### src/rtl/uart_tx_control_pkg.sv
// rtl/uart_tx_control_pkg.sv - shared UART frame definitions for the transmit-side framer
//
// Purpose: default header bytes, payload byte count, FSM state encoding and
//          frame helper functions shared by the UART frame logic.
// Optional feature: UART_TX_CHECKSUM_EN adds one XOR checksum byte per frame.
package uart_tx_control_pkg;

    localparam logic [7:0] HDR0_DEFAULT  = 8'h4B;
    localparam logic [7:0] HDR1_DEFAULT  = 8'h4C;
    localparam int         HEADER_BYTES  = 2;
    localparam int         PAYLOAD_BYTES = 4;

`ifdef UART_TX_CHECKSUM_EN
    localparam int CHECKSUM_BYTES = 1;
`else
    localparam int CHECKSUM_BYTES = 0;
`endif

    typedef enum logic [2:0] {
        ST_IDLE  = 3'd0,
        ST_SEND  = 3'd1,
        ST_GUARD = 3'd2,
        ST_WAIT  = 3'd3,
        ST_GAP   = 3'd4,
        ST_DONE  = 3'd5
    } tx_state_t;

    // Total bytes on the wire for one frame.
    function automatic int frame_bytes(input int send_header);
        return ((send_header != 0) ? HEADER_BYTES : 0) + PAYLOAD_BYTES + CHECKSUM_BYTES;
    endfunction

`ifdef UART_TX_CHECKSUM_EN
    // Checksum covers the payload only; the header is excluded.
    function automatic logic [7:0] payload_xor(input logic [31:0] w);
        return w[7:0] ^ w[15:8] ^ w[23:16] ^ w[31:24];
    endfunction
`endif

endpackage

### src/rtl/uart_tx_control.sv
// rtl/uart_tx_control.sv - frames one 32-bit word into a UART byte stream
//
// Purpose: sends optional header HDR0,HDR1 then the latched word LSB first
//          (plus an XOR checksum byte when UART_TX_CHECKSUM_EN is defined),
//          driving a byte transmitter through an enable/busy handshake.
// Ports:
//   clk_50m       in   system clock
//   rst_n         in   asynchronous active-low reset
//   tx_start      in   frame request, sampled only while tx_ready=1
//   data_in_0     in   [31:0] word, captured in the accept cycle
//   tx_ready      out  1 = idle, next tx_start accepted
//   uart_tx_busy  in   byte transmitter busy
//   uart_tx_en    out  1-cycle load pulse for uart_tx_data
//   uart_tx_data  out  [7:0] byte to transmit, held until next uart_tx_en
//   tx_done       out  1-cycle pulse after the last byte's busy falls
// Optional feature macro: UART_TX_CHECKSUM_EN
module uart_tx_control
    import uart_tx_control_pkg::*;
#(
    parameter logic [7:0] HDR0        = HDR0_DEFAULT,
    parameter logic [7:0] HDR1        = HDR1_DEFAULT,
    parameter int         SEND_HEADER = 1,
    parameter int         BYTE_GAP    = 0
) (
    input  logic        clk_50m,
    input  logic        rst_n,
    input  logic        tx_start,
    input  logic [31:0] data_in_0,
    output logic        tx_ready,
    input  logic        uart_tx_busy,
    output logic        uart_tx_en,
    output logic [7:0]  uart_tx_data,
    output logic        tx_done
);

    localparam logic [2:0] LAST_IDX = 3'(frame_bytes(SEND_HEADER) - 1);
    localparam logic [2:0] HDR_SKIP = (SEND_HEADER != 0) ? 3'd2 : 3'd0;
    localparam bit         GAP_EN   = (BYTE_GAP > 0);
    // Only meaningful when GAP_EN; wraps harmlessly otherwise.
    localparam logic [7:0] GAP_LAST = 8'(BYTE_GAP - 1);

    tx_state_t   state, state_nx;
    logic [2:0]  idx, idx_nx;
    logic [7:0]  gap_cnt, gap_nx;
    logic [31:0] word_q, word_nx;
    logic        en_q, en_nx;
    logic [7:0]  data_q, data_nx;

    logic [2:0]  pidx;
    logic [7:0]  cur_byte;
    logic        advance;

    // Byte select: header slots first, then payload index relative to header.
    always_comb begin
        pidx     = idx - HDR_SKIP;
        cur_byte = 8'h00;
        if ((SEND_HEADER != 0) && (idx == 3'd0)) begin
            cur_byte = HDR0;
        end else if ((SEND_HEADER != 0) && (idx == 3'd1)) begin
            cur_byte = HDR1;
        end else begin
            case (pidx)
                3'd0:    cur_byte = word_q[7:0];
                3'd1:    cur_byte = word_q[15:8];
                3'd2:    cur_byte = word_q[23:16];
                3'd3:    cur_byte = word_q[31:24];
`ifdef UART_TX_CHECKSUM_EN
                3'd4:    cur_byte = payload_xor(word_q);
`endif
                default: cur_byte = 8'h00;
            endcase
        end
    end

    always_comb begin
        state_nx = state;
        idx_nx   = idx;
        gap_nx   = gap_cnt;
        word_nx  = word_q;
        en_nx    = 1'b0;
        data_nx  = data_q;
        advance  = 1'b0;

        case (state)
            ST_IDLE: begin
                if (tx_start) begin
                    word_nx  = data_in_0;
                    idx_nx   = 3'd0;
                    state_nx = ST_SEND;
                end
            end
            ST_SEND: begin
                if (!uart_tx_busy) begin
                    en_nx    = 1'b1;
                    data_nx  = cur_byte;
                    state_nx = ST_GUARD;
                end
            end
            // Transmitter has not raised busy yet; do not trust it this cycle.
            ST_GUARD: begin
                state_nx = ST_WAIT;
            end
            ST_WAIT: begin
                if (!uart_tx_busy) begin
                    if (GAP_EN) begin
                        gap_nx   = 8'd0;
                        state_nx = ST_GAP;
                    end else begin
                        advance = 1'b1;
                    end
                end
            end
            ST_GAP: begin
                if (gap_cnt == GAP_LAST) begin
                    advance = 1'b1;
                end else begin
                    gap_nx = gap_cnt + 8'd1;
                end
            end
            ST_DONE: begin
                state_nx = ST_IDLE;
            end
            default: begin
                state_nx = ST_IDLE;
            end
        endcase

        // Next-byte decision folded into the WAIT/GAP exit cycle.
        if (advance) begin
            if (idx == LAST_IDX) begin
                state_nx = ST_DONE;
            end else begin
                idx_nx   = idx + 3'd1;
                state_nx = ST_SEND;
            end
        end
    end

    always_ff @(posedge clk_50m or negedge rst_n) begin
        if (!rst_n) begin
            state   <= ST_IDLE;
            idx     <= 3'd0;
            gap_cnt <= 8'd0;
            word_q  <= 32'h0;
            en_q    <= 1'b0;
            data_q  <= 8'h00;
        end else begin
            state   <= state_nx;
            idx     <= idx_nx;
            gap_cnt <= gap_nx;
            word_q  <= word_nx;
            en_q    <= en_nx;
            data_q  <= data_nx;
        end
    end

    assign tx_ready     = (state == ST_IDLE);
    assign tx_done      = (state == ST_DONE);
    assign uart_tx_en   = en_q;
    assign uart_tx_data = data_q;

endmodule

### config.mk
export PLATFORM = sky130hd
export DESIGN_NAME = uart_tx_control
export DESIGN_NICKNAME = d
export VERILOG_FILES = /design/src/rtl/uart_tx_control_pkg.sv /design/src/rtl/uart_tx_control.sv
export SDC_FILE = /design/constraint.sdc
export NUM_CORES = 1
export LEC_CHECK = 0
export ABC_AREA = 1
export CORE_ASPECT_RATIO = 1.5
export CORE_MARGIN = 2
export CORE_UTILIZATION = 40
export DETAILED_ROUTE_END_ITERATION = 10
export PLACE_DENSITY_LB_ADDON = 0.25
export SYNTH_ARGS = -nofsm -noshare
export SYNTH_HDL_FRONTEND = slang
export SYNTH_SLANG_ARGS = --single-unit
export TNS_END_PERCENT = 1
### constraint.sdc
create_clock -name clk_50m -period 2.15 [get_ports clk_50m]
set_clock_uncertainty 0.2 [all_clocks]
set_input_delay 0.3225 -clock clk_50m [delete_from_list [all_inputs] [get_ports clk_50m]]
set_output_delay 0.3225 -clock clk_50m [all_outputs]
set_load 0.01 [all_outputs]
# Word level (Yosys, flattened, before mapping)
# Index checks and enable logic that the tools add are counted.
# word_totals
output_inout_bits,11
word_cells,49
ff_bits,55
# classes
mux,16
add_sub_neg,3
eq_ne,14
bitwise,2
reduce_logical,8
# ops
cell,n
$pmux 8 s4,1
$mux 3,8
$mux 8,2
$eq 3x2->1 const B,4
$pmux 3 s4,1
$eq 3x1->1 const B,3
$eq 3x3->1 const B,3
$logic_not 3->1,3
$add 8x1->8 const B,1
$eq 8x8->1 const B,1
$reduce_and 2->1,3
$add 3x1->3 const B,1
$mux 1,3
$ne 3x2->1 const B,1
$ne 3x3->1 const B,1
$reduce_and 3->1,1
$sub 3x2->3 const B,1
$ne 2x1->1 const B,1
$not 1->1,2
$pmux 1 s2,1
$reduce_or 2->1,1

# Depth between registers and ports, before layout
# depth
depth_word,5
depth_mapped,9
ltp_nobuf,9

# Worst setup path before layout
# Ideal clock, no wire load.
# synth_timing
path_kind,reg-to-reg
startpoint,register idx[1]
endpoint,"register data_q[7], in the netlist uart_tx_data[7]"
period_less_slack_ps,1573
stages_incl_launch_ff,10
arrival_ps,1256
setup_slack_ps,577
n_path_buf,0
required_time_ps,1834
path_cell_list,dfrtp_1 -> inv_2 -> ha_1 -> inv_1 -> nor2_1 -> inv_1 -> nand3_1 -> inv_1 -> nand2_1 -> nand2_1
# synth_between
elab_chain_cells,5
elab_cells_between_ends,10
# synth_lines
item,line_no,text
start: declaration,uart_tx_control.sv:43,"logic [2:0] idx, idx_nx;"
start signal: assignment,uart_tx_control.sv:149,idx <= idx_nx;
$sub 3x2->3,uart_tx_control.sv:55,pidx = idx - HDR_SKIP;
"$eq 3x2->1, or another cell as far along",uart_tx_control.sv:62,case (pidx)
$pmux 8 s4,uart_tx_control.sv:62,
$mux 8,uart_tx_control.sv:59,end else if ((SEND_HEADER != 0) && (idx == 3'd1)) begin
$mux 8 (*),uart_tx_control.sv:57,if ((SEND_HEADER != 0) && (idx == 3'd0)) begin
end signal: assignment,uart_tx_control.sv:153,data_q <= data_nx;
end: declaration,uart_tx_control.sv:47,"logic [7:0] data_q, data_nx;"
# Mark *: on every way between the ends. The rest lies on a longest branch, timed or not.
# A chain may end at the register's enable or synchronous reset.

# Worst setup path after layout
# layout_timing
startpoint,register state[2]
endpoint,output tx_done
# layout_between
elab_chain_cells,1
# layout_lines
item,line_no,text
start: declaration,uart_tx_control.sv:42,"tx_state_t state, state_nx;"
start signal: assignment,uart_tx_control.sv:148,state <= state_nx;
$eq 3x3->1,uart_tx_control.sv:158,assign tx_done = (state == ST_DONE);
end: declaration,uart_tx_control.sv:33,output logic tx_done
# Every way passes these cells.

==> qor.yml <==
cts-buffers-inserted: 5
run_status: "finished, final reports clean"
diodes: 0
slew-limit-headroom: 0.5913
syn2layout_area_growth_pct: 22.65
min_path_type: "flop to flop"
crit_chain: "inv_2 -> nor3_1 -> clkdlybuf4s50_1"
reg2reg_depth: 8
min_from: "word_q[6]"
synth_ff_type: "dfrtp_1"
synth_commonest_cells: "nand2_1, dfrtp_1, inv_1"
htreeDepth: 2
required_ns: 1.63
synth_most_common_cell: "nand2_1"
cts-root-buf: "clkbuf_8"
yosys.cell_types.count: 26
cp_slowest_cell: "clkdlybuf4s50_1"
whs_endpoint: "word_q[6]"
yosysTopAreaCell: "dfrtp_1"
r2r_start: "idx[1]"
cts_tree: "yes"
port_buffers: 46
die-area_sq_um: 7772
antenna_found_initial: 0
worst_slew_pin_slew_ns: 0.6131
drv_slew: 0
grt_usage: 0.1730
r2r_end: "uart_tx_data[5]"
synth_edf_count: 0
die_h_microns: 107.0
ff2ff_setup_slack_ns: 0.34
vias: 2297
dp_hpwl_mm: 4.491
crit_type: "flop to primary output"
tns_ns: 0
cpPeakStageDelay_ns: 0.56
drv_cap: 0
syn_area_sq_um: 2828
gp_congestion: 0.8443
crit_arrival_ns: 1.52
drc: 0
crit_fanout: 6
routed_wl_mm: 5.941
grt_max_degree: 33
yosys_warnings: 0
cts_num_sinks: 55
wire_per_inst_microns: 12.38
synth_fp_nets: 389
async_reset_ff_frac: 1.000
coreArea_sq_um: 6852
ir_worst_vdd_mv: 0.3698
clk_latency_ns: 0.31
worstSetupEndpointType: "primary output"
rows: 37
grt_pass1_vias: 2270
synth_top_area_share: 0.4867
drt_first_pass_iters: 4
ant_nets: 0
min_period_over_period: 0.9514
finalPower_uw: 3871
p_leak_uw: 0.001751
period_needed_ns: 2.046
hold_viol: 0
rsz0062_at_grt: "no"
synth_cells: 348
max_freq_ghz: 0.4889
io_pins: 47
setup_viol: 0
viasPerCell: 4.785
clk_pin_slew_ns: 0.10
ys_seq_area_frac: 0.4867
yosys-top-cells-area: "dfrtp_1, nand2_1, nand4_1"
avgSynthCellArea_sq_um: 8.126
grt_overflow: 0
start_util: 0.4127
drive_gt1_frac: 0.1020
final_nets: 442
p_per_area_nw_per_um2: 1116
hold-path-cell-count: 2
grt_pass1_wl_mm: 10.58
clockBufferDepth: 2
die_w_microns: 72.65
start_kind: "flop"
dr.first_iter.drc_count: 111
ys_ff_latch: 55
what timing repair did:
action / in CTS / in global routing
hold buffers: 1 / 0
setup endpoints to repair: 1 / 1
resized for setup: 1 / 1
pin swaps: 0 / 0
endpoints found under the hold margin: 25 / 0
buffers inserted: 0 / 1
state kept, by name, indices dropped and copies added (netlist names):
name / count
uart_tx_en: 1
state: 3
word_q: 32
uart_tx_data: 8
gap_cnt: 8
idx: 3
kinds of logic (layout without fill, tap and decap cells):
group                    after synthesis  in the layout  share of synthesized area
buffers and inverters                 33             87                    0.06283
XOR/XNOR                               7              7                    0.02168
AO/OA/AOI/OAI                         17             17                    0.03363
flip-flops                            55             55                     0.4867
AND/OR/NAND/NOR                      231            231                     0.3730
adder cells (fa/ha/maj)                5              5                    0.02212
through the flow:
step | instance area, sq um | worst slack (ns) | utilization | hold WS, ns | cells
floorplan | 2828 | 0.5773 | - | -0.1731 | 348
global placement | 3356 | 0.2391 | 0.4898 | 0.1602 | 470
detailed placement | 3356 | 0.1952 | 0.4898 | 0.1693 | 470
CTS | 3460 | 0.03370 | 0.5049 | 0.2827 | 479
global route | 3468 | 0.003868 | 0.5062 | 0.3034 | 480
finish | 3468 | 0.1044 | 0.5062 | 0.2755 | 480
per-layer routing:
metal  up-vias  share of wire  global-route usage
met5         -              0                   0
met4         0          0.022             0.07540
met3        11          0.027             0.02068
met2        42           0.51              0.2935
met1      1062           0.44              0.2179
li1       1182              -                   -
critical path, delay by kind of cell (launching register included):
kind          cells  cell delay, ns
flops             1            0.42
buf+inv           2            0.65
simple gates      1            0.14
cell usage in the layout (no fill, tap or decap), types with 5 or more instances in the layout:
cell type        synthesis  final
buf_4                    1      5
nor2_1                  16     16
nand2_1                174    174
nor2_4                   6      6
ha_1                     5      5
inv_1                   19     19
o21ai_0                  8      8
clkbuf_8                 0      6
dfrtp_1                 55     54
inv_2                    5      5
nand4_1                 13     13
nand3_1                  6      6
clkdlybuf4s50_1          0     44
a21oi_1                  6      6
worst max path at each step:
stage	start	endpoint	slack (ns)
floorplan	idx[1]	uart_tx_data[7]	0.58
global placement	tx_start	word_q[28]	0.24
detailed placement	tx_start	word_q[23]	0.20
CTS	state[2]	tx_done	0.03
global route	state[2]	tx_done	0.004
finish	state[2]	tx_done	0.10
power by group:
part	total, uW	internal, uW	switching (uW)
logic	1570	653	916
clock network	595	265	331
registers	1710	1440	266
area by class of cell:
| type | count | area [sq um] |
|---|---|---|
| Fill cell | 705 | 3383 |
| Timing Repair Buffer | 53 | 521.8 |
| Sequential cell | 55 | 1378 |
| Inverter | 26 | 102.6 |
| Clock inverter | 1 | 8.758 |
| Clock buffer | 7 | 86.33 |
| Multi-Input combinational cell | 260 | 1274 |
| Tap cell | 78 | 97.59 |
No activity file was read; power rests on OpenSTA's default activity.
